===== config.mk =====
export PLATFORM = sky130hd
export DESIGN_NAME = idac_cal
export DESIGN_NICKNAME = d
export VERILOG_FILES = /design/src/rtl/idac_cal.sv
export SDC_FILE = /design/constraint.sdc
export NUM_CORES = 1
export LEC_CHECK = 0
export ABC_AREA = 1
export CORE_MARGIN = 3
export CORE_UTILIZATION = 35
export CTS_CLUSTER_SIZE = 28
export DETAILED_ROUTE_END_ITERATION = 8
export HOLD_SLACK_MARGIN = 0.02
export PLACE_DENSITY_LB_ADDON = 0.12
export SETUP_SLACK_MARGIN = 0.2
export SLEW_MARGIN = 0
export SYNTH_ARGS = -nofsm -noshare
export SYNTH_HDL_FRONTEND = slang
export SYNTH_SLANG_ARGS = --single-unit

===== constraint.sdc =====
create_clock -name clk -period 2.4 [get_ports clk]
set_input_delay 0.6 -clock clk [delete_from_list [all_inputs] [get_ports clk]]
set_output_delay 0.6 -clock clk [all_outputs]
set_load 0.005 [all_outputs]

===== src/rtl/idac_cal.sv =====
// Two-stage IDAC calibration: 8-bit successive-approximation search on the coarse
// code, then a linear upward search on the fine code until the comparator trips.
module idac_cal #(
    parameter int SETTLE_CYCLES = 16,
    parameter int SYNC_STAGES   = 2
) (
    input  logic       clk,
    input  logic       reset,
    input  logic       start,
    input  logic       cmp,
    output logic [7:0] ib,
    output logic [7:0] ibf,
    output logic       busy,
    output logic       done,
    output logic       sat
);

    typedef enum logic [2:0] {
        IDLE,
        COARSE_SETTLE,
        COARSE_SAMPLE,
        FINE_SETTLE,
        FINE_SAMPLE,
        DONE
    } state_t;

    localparam int            CW       = (SETTLE_CYCLES > 1) ? $clog2(SETTLE_CYCLES) : 1;
    localparam logic [CW-1:0] CNT_LOAD = CW'(SETTLE_CYCLES - 1);

    generate
        if (SYNC_STAGES < 1 || SETTLE_CYCLES < SYNC_STAGES + 1) begin : g_bad_params
            $error("idac_cal: SETTLE_CYCLES must be >= SYNC_STAGES+1 and SYNC_STAGES >= 1");
        end
    endgenerate

    state_t                 state;
    logic [CW-1:0]          cnt;
    logic [2:0]             idx;
    logic [SYNC_STAGES-1:0] sync;
    logic                   cmp_s;

    // The settle time must cover the synchronizer latency so cmp_s reflects the current code.
    always_ff @(posedge clk or posedge reset) begin
        if (reset) sync <= '0;
        else       sync <= SYNC_STAGES'({sync, cmp});
    end

    assign cmp_s = sync[SYNC_STAGES-1];

    // NOTE: all state and outputs use non-blocking assignments so every register updates
    // from the same pre-edge values; blocking here would make outputs order-dependent.
    always_ff @(posedge clk or posedge reset) begin
        if (reset) begin
            state <= IDLE;
            cnt   <= '0;
            idx   <= '0;
            ib    <= 8'h7F;
            ibf   <= 8'h00;
            busy  <= 1'b0;
            done  <= 1'b0;
            sat   <= 1'b0;
        end else begin
            case (state)
                IDLE: begin
                    if (start) begin
                        ib    <= 8'h80;
                        ibf   <= 8'h00;
                        idx   <= 3'd7;
                        cnt   <= CNT_LOAD;
                        busy  <= 1'b1;
                        sat   <= 1'b0;
                        state <= COARSE_SETTLE;
                    end
                end

                COARSE_SETTLE: begin
                    if (cnt == '0) state <= COARSE_SAMPLE;
                    else           cnt   <= cnt - 1'b1;
                end

                COARSE_SAMPLE: begin
                    if (cmp_s) ib[idx] <= 1'b0;
                    cnt <= CNT_LOAD;
                    if (idx == 3'd0) begin
                        ibf   <= 8'h00;
                        state <= FINE_SETTLE;
                    end else begin
                        ib[idx - 3'd1] <= 1'b1;
                        idx            <= idx - 3'd1;
                        state          <= COARSE_SETTLE;
                    end
                end

                FINE_SETTLE: begin
                    if (cnt == '0) state <= FINE_SAMPLE;
                    else           cnt   <= cnt - 1'b1;
                end

                FINE_SAMPLE: begin
                    if (cmp_s || ibf == 8'hFF) begin
                        // Saturation only when the top code still did not trip the comparator.
                        sat   <= ~cmp_s;
                        busy  <= 1'b0;
                        done  <= 1'b1;
                        state <= DONE;
                    end else begin
                        ibf   <= ibf + 8'd1;
                        cnt   <= CNT_LOAD;
                        state <= FINE_SETTLE;
                    end
                end

                DONE: begin
                    done  <= 1'b0;
                    state <= IDLE;
                end

                default: state <= IDLE;
            endcase
        end
    end

endmodule


## After elaboration in Yosys (flattened, before gate mapping)

Index checks and enable logic that the tools add are counted.

| word-level totals | value |
|---|---|
| output and inout port bits | 19 |
| word-level logic and storage cells | 87 |
| flip-flop bits (word level) | 31 |

| operators by class | value |
|---|---|
| equality and inequality tests | 14 |
| mux-type cells | 34 |
| $lt $le $gt $ge | 4 |
| add/sub/neg operators | 3 |
| reductions and logical operators | 19 |
| bitwise operators | 4 |

Operator list:

| operator | number |
|---|---|
| 8-bit 2-to-1 mux | 7 |
| 8-bit one-hot mux with 3 select lines | 1 |
| 3-bit 2-to-1 mux | 6 |
| 2-bit inequality test, second input constant | 8 |
| 4-bit one-hot mux with 4 select lines | 1 |
| 8-bit one-hot mux with 2 select lines | 1 |
| 3-bit one-hot mux with 5 select lines | 1 |
| 4-bit 2-to-1 mux | 3 |
| 3-bit AND reduction | 3 |
| 8-bit by 1-bit adder with 8-bit output, second input constant | 1 |
| 8-bit AND | 1 |
| 8-bit == test, second input constant | 1 |
| 3-bit by 4-bit less-than comparator with 1-bit output, second input constant | 2 |
| 8-bit inverter | 1 |
| 8-bit bitwise OR | 1 |
| 4-bit AND reduction | 2 |
| 1-bit 2-to-1 mux | 7 |
| 1-bit demux with 3-bit select | 2 |
| 3-bit by 2-bit == test with 1-bit output, second input constant | 2 |
| 3-bit == test, second input constant | 2 |
| 3-bit by 1-bit >= comparator with 1-bit output, second input constant | 2 |
| 3-bit zero test | 2 |
| 1-bit one-hot mux with 2 select lines | 3 |
| 3-bit one-hot mux with 2 select lines | 1 |
| other kinds (13) | 17 |

## Depth between registers and ports, before layout

| logic depth | value |
|---|---|
| depth after elaboration | 11 |
| gate-level depth with buffers | 9 |
| depth with buffers taken out | 9 |

## Least setup slack after synthesis

Ideal clock, no wire load.

| timing path | value |
|---|---|
| path kind | register to register |
| start point | register ibf[0] |
| end point | register cnt[0] |
| period minus slack after synthesis | 1430 ps |
| path buffers | 1 |
| setup time | 117 ps |
| slack | 970 ps |
| data arrival time | 1313 ps |
| stages on the path, launching flop included | 10 |
| cells stage by stage | dfrtp_1 ha_1 nand2_1 nor2_1 nand2_1 nand2_1 nand2_4 buf_6 nand4_1 nand2_1 |

| between the ends | value |
|---|---|
| cells in the longest elaborated chain, start to end | 4 |

RTL lines:

| element | RTL line | text |
|---|---|---|
| start: declaration | 12 | `output logic [7:0] ibf,` |
| start signal: assignment | 107 | `ibf <= ibf + 8'd1;` |
| 8-bit == test | 100 | `if (cmp_s \|\| ibf == 8'hFF) begin` |
| 1-bit logical OR | 100 |  |
| 2-bit inequality test (no line) | n/a |  |
| 4-bit AND reduction (no line) | n/a |  |
| end signal: assignment | 78 | `else cnt <= cnt - 1'b1;` |
| end signal: assignment | 96 | `else cnt <= cnt - 1'b1;` |
| end: declaration | 37 | `logic [CW-1:0] cnt;` |

No other way between the ends.
A chain may end at the register's enable or synchronous reset.

## Worst setup path in the final report

| timing path | value |
|---|---|
| start point | register ib[1] |
| end point | output ib[1] |

RTL lines:

| element | RTL line | text |
|---|---|---|
| start: declaration | 11 | `output logic [7:0] ib,` |
| start signal: assignment | 57 | `ib <= 8'h7F;` |
| start signal: assignment | 66 | `ib <= 8'h80;` |
| start signal: indexed assignment | 82 | `if (cmp_s) ib[idx] <= 1'b0;` |

No word-level cell between the ends.

==> impl_table.tex <==
\begin{tabular}{lr}
\hline
Metric & Value \\
\hline
\multicolumn{2}{l}{\textbf{Outcome}} \\
\quad Status & completed \\
\multicolumn{2}{l}{\textbf{Floorplan}} \\
\quad Starting Density & 0.3750 \\
\quad DIE AREA & roughly 6200 um2 \\
\quad Horiz. Die Dim & approximately 80 um \\
\quad Core outline area & just under 5000 um2 \\
\quad IO Pins & 23 \\
\quad Height of the chip & roughly 79 um \\
\quad Std-Cell Rows & 25 \\
\multicolumn{2}{l}{\textbf{Layout}} \\
\quad Share of layout cells above drive strength 1 & 0.1483 \\
\quad Area added between synthesis and finish & 20.11\% \\
\quad \# nets final & 270 \\
\quad Antenna Cells & 0 \\
\quad Final Instance Count excl. Fillers & 330 \\
\quad Final design instance area without fill & approximately 2200 um2 \\
\multicolumn{2}{l}{\textbf{Run}} \\
\quad Max-cap viol count & 0 \\
\multicolumn{2}{l}{\textbf{STA}} \\
\quad Final cycle utilization of the critical path & 0.7940 \\
\quad Setup violation total in the final timing report & 0 \\
\quad Worst max-slew margin expressed relative to the limit & 0.7345 \\
\quad Slew @ Worst Pin & between 300 and 400 ps \\
\quad Unrepaired setup endpoints after global routing & false \\
\quad Highest attainable clock frequency & around 520 MHz \\
\quad Clock period minus final worst setup slack & around 1900 ps \\
\quad Setup\_tns & 0 ps \\
\quad Total count of max-transition violations in the final report & 0 \\
\quad Total count of hold-check failures in the final report & 0 \\
\quad Clock skew after layout & between 9 and 10 ps \\
\multicolumn{2}{l}{\textbf{Synthesis}} \\
\quad Biggest area consumer among synthesized cells & dfrtp\_1 \\
\quad Cell variety after synth & 31 \\
\quad Number of synthesized register bits & 31 \\
\quad Biggest area contributors in the synthesized netlist & dfrtp\_1 33\%, nand2\_1 15\%, dfstp\_2 10\% \\
\quad Seq/Total Area, Yosys & 0.4260 \\
\quad Post-Syn Instances & about 230 \\
\quad Mean area per synthesized cell & 7.871 um2 \\
\quad Synthesized area & about 1800 um2 \\
\quad Post-synth top area share & 0.3261 \\
\quad Net count after synthesis & between 200 and 250 \\
\quad Synth warn & 0 \\
\multicolumn{2}{l}{\textbf{Drt}} \\
\quad Total routed wirelength & 4.119 mm \\
\quad Total via count after detailed routing & approximately 1600 \\
\quad DRC violations left & 0 \\
\quad Routed len/inst & $\sim$12 um \\
\quad Number of antenna-violating nets in the routed design & 0 \\
\quad Max Used Layer & met4 \\
\quad Length of the first detailed-routing pass in iterations & 4 \\
\quad DRC marker count from the first detailed-route iteration & 89 \\
\quad Via density & between 4 and 5 \\
\quad Routed met2 length & 1.812 mm \\
\quad Total length of routed met3 wires & approximately 160 um \\
\quad Wl on met1 & about 2.1 mm \\
\multicolumn{2}{l}{\textbf{Global routing}} \\
\quad Gr ovfl total & 0 \\
\quad Total Routing Usage GR & 0.1464 \\
\quad Pin count of the biggest net entering global routing & 32 \\
\quad Global-route wire length before repair & approximately 7.2 mm \\
\quad Number of antenna violations at the first check in global routing & 0 \\
\quad Vias in the first global route & about 1500 \\
\multicolumn{2}{l}{\textbf{Clock network}} \\
\quad Number of setup buffers added after CTS & 0 \\
\quad Maximum buffer depth of the clock tree & 2 \\
\quad Clock input transition at the sequential cells of the worst setup and hold paths & around 60 ps \\
\quad Num CTS Buffers & 5 \\
\quad Clock tree from TritonCTS & done \\
\quad Clock tree sinks & 31 \\
\quad Root Buffer Master & clkbuf\_8 \\
\quad Post-cts gate resize count & 0 \\
\quad Number of buffers inserted by hold repair at cts & 0 \\
\quad Skew-Pair Late Insertion Delay & around 280 ps \\
\quad Clock H-tree levels & 2 \\
\multicolumn{2}{l}{\textbf{Place}} \\
\quad Placed wire-length estimate after detailed placement & 3.070 mm \\
\quad Global placement routability congestion & 0.8126 \\
\quad Dpl cell area & $\sim$2100 um2 \\
\quad Number of placed instances, taps included & $\sim$320 \\
\quad Number of buffer cells added on primary ports & 22 \\
\multicolumn{2}{l}{\textbf{Critical path}} \\
\quad CP Data Arrival Time & between 1000 and 1500 ps \\
\quad CP Launch Type & register \\
\quad Critical path cell sequence & clkdlybuf4s50\_1 \\
\quad Data required, critical path & about 1800 ps \\
\quad Max stage delay cell, worst path & dfstp\_2 \\
\quad Peak fanout along the critical path & 2 \\
\quad CP bufs+invs & 1 \\
\quad Kind of critical path & reg2out \\
\quad Slowest cell delay on critical path & around 530 ps \\
\quad Capturing element type of the critical path & output pin \\
\quad Cell class contributing the biggest share of worst-path delay & flip-flops \\
\multicolumn{2}{l}{\textbf{Power}} \\
\quad Relative contribution of sequential cells to total power & 0.347 \\
\quad Net switching power figure & between 1000 and 1500 uW \\
\quad Part of the total power dissipated in combinational logic & 0.483 \\
\quad Peak supply drop & between 0.4 and 0.5 mV \\
\quad Clock share of power & 0.170 \\
\quad Cell internal pwr & 1317 uW \\
\quad Power density relative to cell area & roughly 1000 nW/um2 \\
\quad Fraction of power spent switching nets & 0.4319 \\
\quad Standby leakage power & 0.001026 uW \\
\multicolumn{2}{l}{\textbf{Hold path}} \\
\quad Worst min path class & reg2reg \\
\hline
\end{tabular}
registers in the layout, indices dropped and copies added, names as in the netlist:
signal	cells
idx	3
cnt	4
sync	2
sat	1
state	3
busy	1
ib	8
ibf	8
done	1
cells by family after synthesis:
family | Yosys count | share of synthesized area
AO/OA/AOI/OAI | 28 | 0.09782
XOR/XNOR | 3 | 0.01427
adder cells (fa/ha/maj) | 4 | 0.02717
buffers and inverters | 29 | 0.06726
flip-flops | 31 | 0.4260
AND/OR/NAND/NOR | 139 | 0.3675
worst paths after layout:
path,to,startpoint,slack [ps],cells after the start
max in group asynchronous,ib[6]$_DFFE_PP1P_,reset,1380,3
hold / removal,sync[1]$_DFF_PP0_,sync[0]$_DFF_PP0_,360,0
hold reg to reg,sync[1]$_DFF_PP0_,sync[0]$_DFF_PP0_,360,0
min in group asynchronous,idx[2]$_DFFE_PP0P_,reset,700,3
setup / recovery,ib[1],ib[1]$_DFFE_PP1P_,490,1
setup reg to reg,ibf[7]$_DFFE_PP0P_,ibf[0]$_DFFE_PP0P_,760,9
Yosys cell counts:
master     n
a21boi_1   1
a21boi_2   1
a21oi_1    2
a21oi_2    1
a21oi_4    1
a22oi_1    2
buf_6      2
dfrtp_1   24
dfstp_2    7
ha_1       4
inv_1     20
inv_2      7
nand2_1   72
nand2_2    2
nand2_4    3
nand3_1   15
nand3_2    2
nand3_4    3
nand3b_1   1
nand3b_2   1
nand4_1    8
nor2_1    24
nor2_4     2
nor3_1     5
o21ai_0   15
o21ai_1    1
o21ai_2    1
o21bai_1   3
or2_2      1
xnor2_1    2
xor2_1     1
power groups by stage:
stage | registers, uW | logic, uW | clock network [uW]
6_report | 804 | 1120 | 393
5_1_grt | 827 | 1280 | 432
4_1_cts | 806 | 1130 | 409
3_5_place_dp | 814 | 1120 | 0
3_3_place_gp | 817 | 1120 | 0
2_1_floorplan | 801 | 817 | 0
per-layer routing:
layer,vias up,global-route usage
met1,732,0.2148
li1,816,-
met5,-,0
met3,4,0.03555
met4,0,0.04720
met2,32,0.2088
per-stage QoR:
step           hold slack [ps]  setup WS (ps)    util  total power [uW]
6_report                 357.5          494.3  0.4504              2318
5_1_grt                  367.7          444.1  0.4504              2543
4_1_cts                  359.4          477.7  0.4504              2344
3_5_place_dp             345.8          479.2  0.4339              1933
3_3_place_gp             338.2          501.7  0.4339              1939
2_1_floorplan            331.2          969.8       -              1618
layout by cell type (no fill, tap or decap), types with 2 or more instances in the layout:
cell type        instances
nor2_4                   2
dfrtp_1                 24
nand2_4                  3
a21oi_1                  2
nand3_4                  3
o21ai_0                 15
nand3_1                 15
o21bai_1                 3
nand3_2                  2
ha_1                     4
nor2_1                  24
xnor2_1                  2
nor3_1                   5
inv_2                    7
clkbuf_8                 5
clkdlybuf4s50_1         22
clkbuf_1                 2
inv_1                   20
a22oi_1                  2
nand4_1                  8
nand2_1                 72
nand2_2                  2
dfstp_2                  7
cell type report:
cell class              instances  area [um2]
fillers                       518        2699
multi-input cells             174       933.4
flip-flops and latches         31       784.5
repair buffers                 23       227.7
inverters                      27       101.3
well taps                      67       83.83
clock buffers                   7       76.32
clock inverters                 1       5.005
Note: power is estimated with default switching activity, not from simulation.
